==> src/rtl/mem_port_arbiter_if.sv <==
// mem_port_arbiter_if: memory-side request/acknowledge bus of the unified port arbiter
interface mem_port_arbiter_if #(
    parameter int AW = 32,
    parameter int DW = 32
);
    logic          mem_req;
    logic          mem_we;
    logic [AW-1:0] mem_addr;
    logic [DW-1:0] mem_wdata;
    logic [DW-1:0] mem_rdata;
    logic          mem_ack;

    modport master (output mem_req, mem_we, mem_addr, mem_wdata, input mem_rdata, mem_ack);
    modport slave  (input mem_req, mem_we, mem_addr, mem_wdata, output mem_rdata, mem_ack);
endinterface

==> src/rtl/mem_port_arbiter.sv <==
// mem_port_arbiter: shares one memory port between fetch and data access, data has priority.
// Optional one-entry fetch buffer enabled by defining MEMARB_FETCH_BUF_EN.
module mem_port_arbiter #(
    parameter int AW      = 32,
    parameter int DW      = 32,
    parameter int TIMEOUT = 16
) (
    input  logic          clk,
    input  logic          reset,
    input  logic          if_req,
    input  logic [AW-1:0] if_addr,
    output logic [DW-1:0] if_rdata,
    output logic          if_done,
    output logic          if_stall,
    input  logic          d_req,
    input  logic          d_we,
    input  logic [AW-1:0] d_addr,
    input  logic [DW-1:0] d_wdata,
    output logic [DW-1:0] d_rdata,
    output logic          d_done,
    output logic          d_stall,
    output logic          err,
    mem_port_arbiter_if.master mem
);
    localparam int CW = $clog2(TIMEOUT + 1);
    localparam logic [1:0] IDLE   = 2'd0;
    localparam logic [1:0] D_WAIT = 2'd1;
    localparam logic [1:0] I_WAIT = 2'd2;

    logic [1:0]    state_q, state_d;
    logic          mem_req_q, mem_req_d;
    logic          mem_we_q, mem_we_d;
    logic [AW-1:0] mem_addr_q, mem_addr_d;
    logic [DW-1:0] mem_wdata_q, mem_wdata_d;
    logic [DW-1:0] if_rdata_q, if_rdata_d;
    logic [DW-1:0] d_rdata_q, d_rdata_d;
    logic          if_done_q, if_done_d;
    logic          d_done_q, d_done_d;
    logic          err_q, err_d;
    logic [CW-1:0] cnt_q, cnt_d;
    logic          hit;
    logic          can_issue;
    logic          expired;

`ifdef MEMARB_FETCH_BUF_EN
    logic          buf_valid_q, buf_valid_d;
    logic [AW-1:0] buf_tag_q, buf_tag_d;
    logic [DW-1:0] buf_data_q, buf_data_d;

    assign hit = buf_valid_q && (if_addr == buf_tag_q);

    // Fill on every fetch completion; a completed store to the buffered address invalidates it
    always_comb begin
        buf_valid_d = buf_valid_q;
        buf_tag_d   = buf_tag_q;
        buf_data_d  = buf_data_q;
        if (state_q == I_WAIT && mem.mem_ack) begin
            buf_valid_d = 1'b1;
            buf_tag_d   = mem_addr_q;
            buf_data_d  = mem.mem_rdata;
        end else if (state_q == D_WAIT && mem.mem_ack && mem_we_q && mem_addr_q == buf_tag_q) begin
            buf_valid_d = 1'b0;
        end
    end

    // Fetch buffer registers
    always_ff @(posedge clk or negedge reset) begin
        if (!reset) begin
            buf_valid_q <= 1'b0;
            buf_tag_q   <= '0;
            buf_data_q  <= '0;
        end else begin
            buf_valid_q <= buf_valid_d;
            buf_tag_q   <= buf_tag_d;
            buf_data_q  <= buf_data_d;
        end
    end
`else
    assign hit = 1'b0;
`endif

    // No new issue in a done cycle: the requester still shows the request it just had served
    assign can_issue = (state_q == IDLE) && !if_done_q && !d_done_q;
    assign expired   = cnt_q == CW'(TIMEOUT - 1);

    // Arbitration, wait/ack handling and timeout abort
    always_comb begin
        state_d     = state_q;
        mem_req_d   = mem_req_q;
        mem_we_d    = mem_we_q;
        mem_addr_d  = mem_addr_q;
        mem_wdata_d = mem_wdata_q;
        if_rdata_d  = if_rdata_q;
        d_rdata_d   = d_rdata_q;
        if_done_d   = 1'b0;
        d_done_d    = 1'b0;
        err_d       = err_q;
        cnt_d       = cnt_q;
        if (can_issue && d_req) begin
            mem_req_d   = 1'b1;
            mem_we_d    = d_we;
            mem_addr_d  = d_addr;
            mem_wdata_d = d_wdata;
            cnt_d       = '0;
            state_d     = D_WAIT;
        end else if (can_issue && if_req && hit) begin
`ifdef MEMARB_FETCH_BUF_EN
            if_rdata_d = buf_data_q;
`endif
            if_done_d  = 1'b1;
        end else if (can_issue && if_req) begin
            mem_req_d  = 1'b1;
            mem_we_d   = 1'b0;
            mem_addr_d = if_addr;
            cnt_d      = '0;
            state_d    = I_WAIT;
        end else if (state_q != IDLE && (mem.mem_ack || expired)) begin
            mem_req_d = 1'b0;
            err_d     = err_q | ~mem.mem_ack;
            state_d   = IDLE;
            if (state_q == D_WAIT) begin
                d_done_d  = d_req;
                d_rdata_d = mem.mem_ack ? (mem_we_q ? d_rdata_q : mem.mem_rdata) : '0;
            end else begin
                if_done_d  = if_req;
                if_rdata_d = mem.mem_ack ? mem.mem_rdata : '0;
            end
        end else if (state_q != IDLE) begin
            cnt_d = cnt_q + 1'b1;
        end
    end

    // State and registered outputs; async reset abandons any transaction in flight
    always_ff @(posedge clk or negedge reset) begin
        if (!reset) begin
            state_q     <= IDLE;
            mem_req_q   <= 1'b0;
            mem_we_q    <= 1'b0;
            mem_addr_q  <= '0;
            mem_wdata_q <= '0;
            if_rdata_q  <= '0;
            d_rdata_q   <= '0;
            if_done_q   <= 1'b0;
            d_done_q    <= 1'b0;
            err_q       <= 1'b0;
            cnt_q       <= '0;
        end else begin
            state_q     <= state_d;
            mem_req_q   <= mem_req_d;
            mem_we_q    <= mem_we_d;
            mem_addr_q  <= mem_addr_d;
            mem_wdata_q <= mem_wdata_d;
            if_rdata_q  <= if_rdata_d;
            d_rdata_q   <= d_rdata_d;
            if_done_q   <= if_done_d;
            d_done_q    <= d_done_d;
            err_q       <= err_d;
            cnt_q       <= cnt_d;
        end
    end

    assign mem.mem_req   = mem_req_q;
    assign mem.mem_we    = mem_we_q;
    assign mem.mem_addr  = mem_addr_q;
    assign mem.mem_wdata = mem_wdata_q;
    assign if_rdata      = if_rdata_q;
    assign d_rdata       = d_rdata_q;
    assign if_done       = if_done_q;
    assign d_done        = d_done_q;
    assign err           = err_q;
    assign if_stall      = if_req & ~if_done_q;
    assign d_stall       = d_req & ~d_done_q;
endmodule

==> src/flat_wrapper.sv <==
// flat-port wrapper written by rule: the top's interface ports become plain ports
module mem_port_arbiter_flat 
#(
    parameter int AW      = 32,
    parameter int DW      = 32,
    parameter int TIMEOUT = 16
)
  (clk, reset, if_req, if_addr, if_rdata, if_done, if_stall, d_req, d_we, d_addr, d_wdata, d_rdata, d_done, d_stall, err, mem_mem_req, mem_mem_we, mem_mem_addr, mem_mem_wdata, mem_mem_rdata, mem_mem_ack);
  mem_port_arbiter_if #(.AW(AW), .DW(DW)) mem_i ();
  input  logic clk;
  input  logic reset;
  input  logic if_req;
  input  logic [AW-1:0] if_addr;
  output logic [DW-1:0] if_rdata;
  output logic if_done;
  output logic if_stall;
  input  logic d_req;
  input  logic d_we;
  input  logic [AW-1:0] d_addr;
  input  logic [DW-1:0] d_wdata;
  output logic [DW-1:0] d_rdata;
  output logic d_done;
  output logic d_stall;
  output logic err;
  output wire logic [$bits(mem_i.mem_req)-1:0] mem_mem_req;
  output wire logic [$bits(mem_i.mem_we)-1:0] mem_mem_we;
  output wire logic [$bits(mem_i.mem_addr)-1:0] mem_mem_addr;
  output wire logic [$bits(mem_i.mem_wdata)-1:0] mem_mem_wdata;
  input wire logic [$bits(mem_i.mem_rdata)-1:0] mem_mem_rdata;
  input wire logic [$bits(mem_i.mem_ack)-1:0] mem_mem_ack;
  assign mem_mem_req = mem_i.mem_req;
  assign mem_mem_we = mem_i.mem_we;
  assign mem_mem_addr = mem_i.mem_addr;
  assign mem_mem_wdata = mem_i.mem_wdata;
  assign mem_i.mem_rdata = mem_mem_rdata;
  assign mem_i.mem_ack = mem_mem_ack;
  mem_port_arbiter #(.AW(AW), .DW(DW), .TIMEOUT(TIMEOUT)) u_core (.clk(clk), .reset(reset), .if_req(if_req), .if_addr(if_addr), .if_rdata(if_rdata), .if_done(if_done), .if_stall(if_stall), .d_req(d_req), .d_we(d_we), .d_addr(d_addr), .d_wdata(d_wdata), .d_rdata(d_rdata), .d_done(d_done), .d_stall(d_stall), .err(err), .mem(mem_i));
endmodule
==> config.mk <==
export PLATFORM = sky130hd
export DESIGN_NAME = mem_port_arbiter_flat
export DESIGN_NICKNAME = d
export VERILOG_FILES = /design/src/rtl/mem_port_arbiter_if.sv /design/src/rtl/mem_port_arbiter.sv /design/src/flat_wrapper.sv
export SDC_FILE = /design/constraint.sdc
export NUM_CORES = 1
export LEC_CHECK = 0
export CORE_MARGIN = 1
export CORE_UTILIZATION = 38
export CTS_BUF_LIST = sky130_fd_sc_hd__clkbuf_4 sky130_fd_sc_hd__clkbuf_8 sky130_fd_sc_hd__clkbuf_16
export DETAILED_ROUTE_END_ITERATION = 7
export PLACE_DENSITY = 0.84
export SETUP_SLACK_MARGIN = 0.05
export SLEW_MARGIN = 20
export SYNTH_ARGS = -nofsm -noshare
export SYNTH_HDL_FRONTEND = slang
export SYNTH_SLANG_ARGS = --single-unit
==> constraint.sdc <==
create_clock -name clk -period 2.2 [get_ports clk]
set_input_delay 0.55 -clock clk [delete_from_list [all_inputs] [get_ports clk]]
set_output_delay 0.55 -clock clk [all_outputs]
set_load 0.05 [all_outputs]
==> run metrics, run 1 <==
Reg power frac around 28%; Mapped Area around 6000 µm²; final worst-path cycle share a little over nine tenths; Mapped Nets 639; Main synth FF type dfrtp_1; setup TNS 0 ps; GP Congestion just under 0.8; CTS Buf Count 17; Remaining Overflow, GRT 0; CP Data Arrival Time 1560 ps; clk_skew between 6 and 7 ps; global-route wire length before repair 25.9 mm; max capacitance violation total 0; initial antenna violation count 0; layout cell share with drive strength beyond 1 around 11%; clk sinks 140; Post-Layout Inst Area 9800 µm²; Final Non-Filler Cells 1002; wire per inst 16.4 µm; DIE AREA around 16000 µm²; Final Total Pwr 0.0162 W; setup bufs post-CTS 0; crit-path max cell delay around 810 ps; CORE AREA 15300 µm²; DR iter-0 viols 218; Final Critical Period ~2100 ps; Max clock buf depth 2; final WL 16.5 mm; FP Rows 45; vias per cell 4.99; RSZ-0062 raised after global routing false; DIE HEIGHT 127 µm; XOR/XNOR Fraction of Synth Area 0%; #FFs+latches synth 140; Compound-Gate Fraction of Synth Area 7.25%; crit-path cells clkdlybuf4s50_1; Critical R2R Launch u_core.cnt_q[0]; simple-gate share of the synthesized area between 10% and 20%; flop2flop setup slack 180 ps; post-synthesis mux area share 15.8%; endpoint class of the critical path output pin; async set-reset flop share out of synthesis between 90% and 100%; Crit path required time 1650 ps; Max VDD drop 0.00102 V; r2r endpoint u_core.d_rdata[22]; cell area after placement approximately 9000 µm²; Root Buffer clkbuf_16; warnings from Yosys 0; Final #Nets ~900; cell-internal power around 0.0085 W; First-pass DRT Iterations 6; power share of the clock group 19.2%; Worst Hold Class in -> async; Worst-path clk slew 60 ps; gate count of the mapped netlist 503; number of global-route vias before repair around 4900; Worst Reg-to-Reg Cells 7; switching part of the total power 47.7%; Setup Viol. Count Final 0; CTS tree built; Slew Limit Fails 0; area grow syn2layout 64.5%; num ports 269; Avg Cell Area, Syn 11.8 µm²; H-tree levels 4; port bufs 268; final hold violation count 0; Slew HR 64.2%; GRT Total Usage 20.7%; crit path max-delay cell type clkdlybuf4s50_1; largest net degree at the start of global routing 66; Final HPWL DP 11.5 mm; Adder-Cell Fraction of Synth Area 0.420%; placed cell count 969; worst path buffer plus inverter count 1; detailed-route DRC error count 0; Unique masters post-synth 33; die width 127 µm; Leak 5.13 nW; crit path launch type register; ANT cells 0; worst-margin pin slew 536 ps; Fmax 0.475 GHz; remaining antenna violation count 0; Crit path max-delay family buffers and inverters; power density cells 1650 nW/µm²; crit path max fanout 2; Post-synth EDFFs 0; via count between 5000 and 6000; Gate power share 53.0%; Starting Density between 30% and 40%; status finished, final reports clean; main combinational cell family by area after synthesis multiplexers; Worst Setup Path Type reg -> out; clk_lat worst skew 410 ps; sequential cell area fraction in the yosys report 58.8%; net switching power 0.00773 W
-- power groups by stage --
stage	Sequential, W	Combinational, W	Clock (W)
2_1_floorplan	0.00859	0.00166	0
3_3_place_gp	0.00452	0.00890	0
3_5_place_dp	0.00457	0.00900	0
4_1_cts	0.00453	0.00866	0.00317
5_1_grt	0.00467	0.00897	0.00327
6_report	0.00450	0.00858	0.00310
-- worst max-delay path by stage --
stage	from	to	slack, ps	depth (start not counted)
3_5_place_dp	mem_mem_ack	u_core.d_rdata[1]	2	7
3_3_place_gp	mem_mem_ack	u_core.d_rdata[1]	40	7
6_report	u_core.d_rdata[1]	d_rdata[1]	90	1
2_1_floorplan	u_core.cnt_q[0]	u_core.d_rdata[11]	80	8
5_1_grt	u_core.d_rdata[1]	d_rdata[1]	20	1
4_1_cts	u_core.mem.mem_wdata[11]	mem_mem_wdata[11]	50	1
-- cell type report --
cell class	count	area, µm²
inverter	14	52.6
sequential	140	3500
fill	1205	5460
tap	211	264
clock buffer	20	460
timing repair buffer	294	3080
multi-input combinational	311	2250
clock inverter	12	184
-- kinds of logic (layout without fill, tap and decap cells) --
kind of cell             after synthesis  in the layout
multiplexers                          85             85
adder cells (fa/ha/maj)                2              2
AND/OR/NAND/NOR                      165            165
flip-flops                           140            140
buffers and inverters                 52            340
AO/OA/AOI/OAI                         59             59
-- registers in the layout (all words and copies together), names as in the netlist --
name and count:
u_core.mem.mem_we 1, u_core.if_done 1, u_core.state_q 2, u_core.mem.mem_req 1, u_core.err 1, u_core.d_rdata 32, u_core.cnt_q 5, u_core.d_done 1
u_core.mem.mem_addr 32, u_core.mem.mem_wdata 32, u_core.if_rdata 32
-- cell usage after synthesis, types with 4 or more instances --
library cell	n	area, µm²
dfrtp_1	140	3500
nand3_1	67	335
mux2_1	64	721
nand2_1	58	218
a32oi_1	32	280
and2_1	21	131
clkbuf_1	18	67.6
buf_2	17	85.1
inv_1	14	52.6
o21ai_1	13	65.1
mux2i_1	11	110
mux2_2	10	113
a21oi_1	5	25.0
nor2_1	4	15.0
o21ai_0	4	20.0
-- stage by stage --
stage	util [%]	hold slack, ps	worst slack (ps)
after floorplan	-	254	79.8
after global placement	59.2	455	35.2
after detailed placement	59.2	471	2.23
after CTS	63.0	40.4	50.5
after global routing	64.2	47.8	22.6
final	64.2	40.4	94.1
-- routing by layer --
layer	track usage, %	part of all wire [%]	vias up
met5	0	0	-
met4	6.16	0.99	0
met3	5.99	6.5	14
met2	35.3	50	191
met1	25.5	42	2440
li1	-	-	2356
-- cell usage in the layout, fill, tap and decap left out, types with 3 or more instances in the layout --
master and n:
clkbuf_16 18, and2_1 21, dlymetal6s2s_1 60, clkdlybuf4s50_1 143, nor2_1 3, o21ai_0 4, a32oi_1 32, inv_1 14
bufinv_16 4, dlygate4sd2_1 56, nand2_1 58, mux2_2 10, dfrtp_1 140, a21oi_1 5, or4_1 3, mux2_1 64
buf_4 23, mux2i_1 11, buf_12 10, nand3_1 67, o21ai_1 12, clkinv_4 3
-- worst reg2reg max path, delay by kind of cell (launching register included) --
kind | cells | cell delay (ps)
mux | 1 | 330
fa+ha+maj | 2 | 420
buf+inv | 1 | 200
simple gates | 3 | 560
flops | 1 | 400
-- timing repair --
action / in CTS / in global routing
cloned: 0 / 1
endpoints found under the setup margin: 56 / 88
gates resized for setup: 56 / 62
hold buffers: 0 / 0
Power figures use the tool's default switching activity.
==> run 2, diff against run 1 <==
- MAX_ROUTING_LAYER: default -> met4
==> run metrics, run 2 (synthesis results as in run 1) <==
# hold bufs at CTS 0 (unchanged); First-pass DRT Iterations 4 (-2); Slew Limit Fails 0 (unchanged); final WL 16.4 mm (-0.18%); Final #Nets 914 (unchanged); H-tree levels 4 (unchanged); most frequent cells in the layout clkdlybuf4s50_1 (157), dfrtp_1 (140), nand3_1 (67), mux2_1 (64), nand2_1 (58); Crit path max-delay family buffers and inverters; max capacitance violation total 0 (unchanged); crit-path cells clkdlybuf4s50_1; post-layout util 64.0% (-0.23 points); largest net degree at the start of global routing 66 (unchanged); commonest non-fill, non-tap cell in the layout clkdlybuf4s50_1; Max clock buf depth 2 (unchanged); Worst Hold Class in -> async; setup TNS 0 ps (unchanged); Final Critical Period 2140 ps (+32.4 ps); Crit path required time 1650 ps (about the same); Final HPWL DP 11.5 mm (unchanged); worst setup path start u_core.d_rdata[16]; Worst Reg-to-Reg Cells 7 (unchanged); Leak 4.95 nW (-3.4%); RSZ-0062 raised after global routing false; detailed-route DRC error count 0 (unchanged); Critical R2R Launch u_core.cnt_q[0]; M1 WL 6.88 mm (-1.1%); highest routed metal layer met4; DR iter-0 viols 218 (unchanged); clk_skew 6.32 ps (-0.239 ps); initial antenna violation count 0 (unchanged); endpoint class of the critical path output pin; clk_lat worst skew 410 ps (about the same); number of global-route vias before repair 4910 (+0.18%); Remaining Overflow, GRT 0 (unchanged); Worst-path clk slew 60 ps (about the same); clk sinks 140 (unchanged); DR WL met2 8.31 mm (+0.40%); worst path buffer plus inverter count 1 (unchanged); DR WL met3 1.06 mm (-1.1%); global-route wire length before repair 25.8 mm (-0.37%); FP Rows 45 (unchanged); layout cell share with drive strength beyond 1 10.9% (unchanged); GP Congestion 0.779 (+1.3%); Post-Layout Inst Area 9760 µm² (-0.36%); CP Data Arrival Time 1590 ps (+30 ps); Setup Viol. Count Final 0 (unchanged); worst-margin pin slew 535 ps (-0.536 ps); ANT cells 0 (unchanged); power density cells 1660 nW/µm² (+0.51%); crit-path max cell delay 820 ps (about the same); num ports 269 (unchanged); Slew HR 64.2% (about the same); CTS tree built; remaining antenna violation count 0 (unchanged); crit path max fanout 2 (unchanged); DIE HEIGHT 127 µm (unchanged); CORE AREA 15300 µm² (unchanged); GRT Total Usage 21.3% (+0.53 points); Starting Density 39.0% (unchanged); Fmax 0.468 GHz (-1.5%); via count 5008 (+0.14%); setup bufs post-CTS 0 (unchanged); final worst-path cycle share 97.2% (+1.5 points); crit path max-delay cell type clkdlybuf4s50_1; CTS Buf Count 17 (unchanged); crit path launch type register; cell area after placement 9040 µm² (unchanged); Root Buffer clkbuf_16; DIE AREA 16200 µm² (unchanged); wire per inst 16.4 µm (-0.18%); vias per cell 5.00 (+0.14%); Worst Setup Path Type reg -> out; final hold violation count 0 (unchanged); flop2flop setup slack 180 ps (about the same); Max VDD drop 0.00102 V (about the same); r2r endpoint u_core.d_rdata[22]; port bufs 268 (unchanged); status finished, final reports clean; area grow syn2layout 63.9%; die width 127 µm (unchanged)
-- run 2: repair_timing --
action,in CTS,in global routing
cloned,0,1
setup endpoints to repair,56,74
hold endpoints to repair,0,0
resized for setup,56,48
-- run 2: routing by layer --
metal | track usage (%) | vias up
li1 | - | 2355
met1 | 25.8 | 2441
met2 | 35.4 | 196
met3 | 4.94 | 16
met4 | 6.51 | 0
met5 | - | -
-- run 2: how the worst max path moves through the flow --
stage                               endpoint  slack [ps]  cells after the start
after CTS                  mem_mem_wdata[11]          50                      1
final                            d_rdata[16]          60                      1
after floorplan           u_core.d_rdata[11]          80                      8
after global placement     u_core.d_rdata[1]          40                      7
after detailed placement   u_core.d_rdata[1]           2                      7
after global routing              d_rdata[1]          30                      1
-- run 2: area by class of cell --
| class | count | area, µm² |
|---|---|---|
| repair buffers | 294 | 3050 |
| fillers | 1219 | 5500 |
| flip-flops and latches | 140 | 3500 |
| clock inverters | 12 | 184 |
| clock buffers | 20 | 460 |
| well taps | 211 | 264 |
| inverters | 14 | 52.6 |
| multi-input cells | 311 | 2250 |
-- run 2: stage by stage --
step                      worst slack (ps)  total power [W]  hold WS (ps)  cells
after floorplan                       79.8           0.0103           254    503
after global placement                35.2           0.0134           455    969
after detailed placement              2.23           0.0136           471    969
after CTS                             50.5           0.0164          40.4   1001
after global routing                  26.4           0.0169          52.6   1002
final                                 61.7           0.0162          40.5   1002
-- run 2: power by group --
part           total, W  switching [W]  internal [W]
Sequential      0.00451       0.000729       0.00378
Clock           0.00310        0.00112       0.00198
Combinational   0.00859        0.00589       0.00270
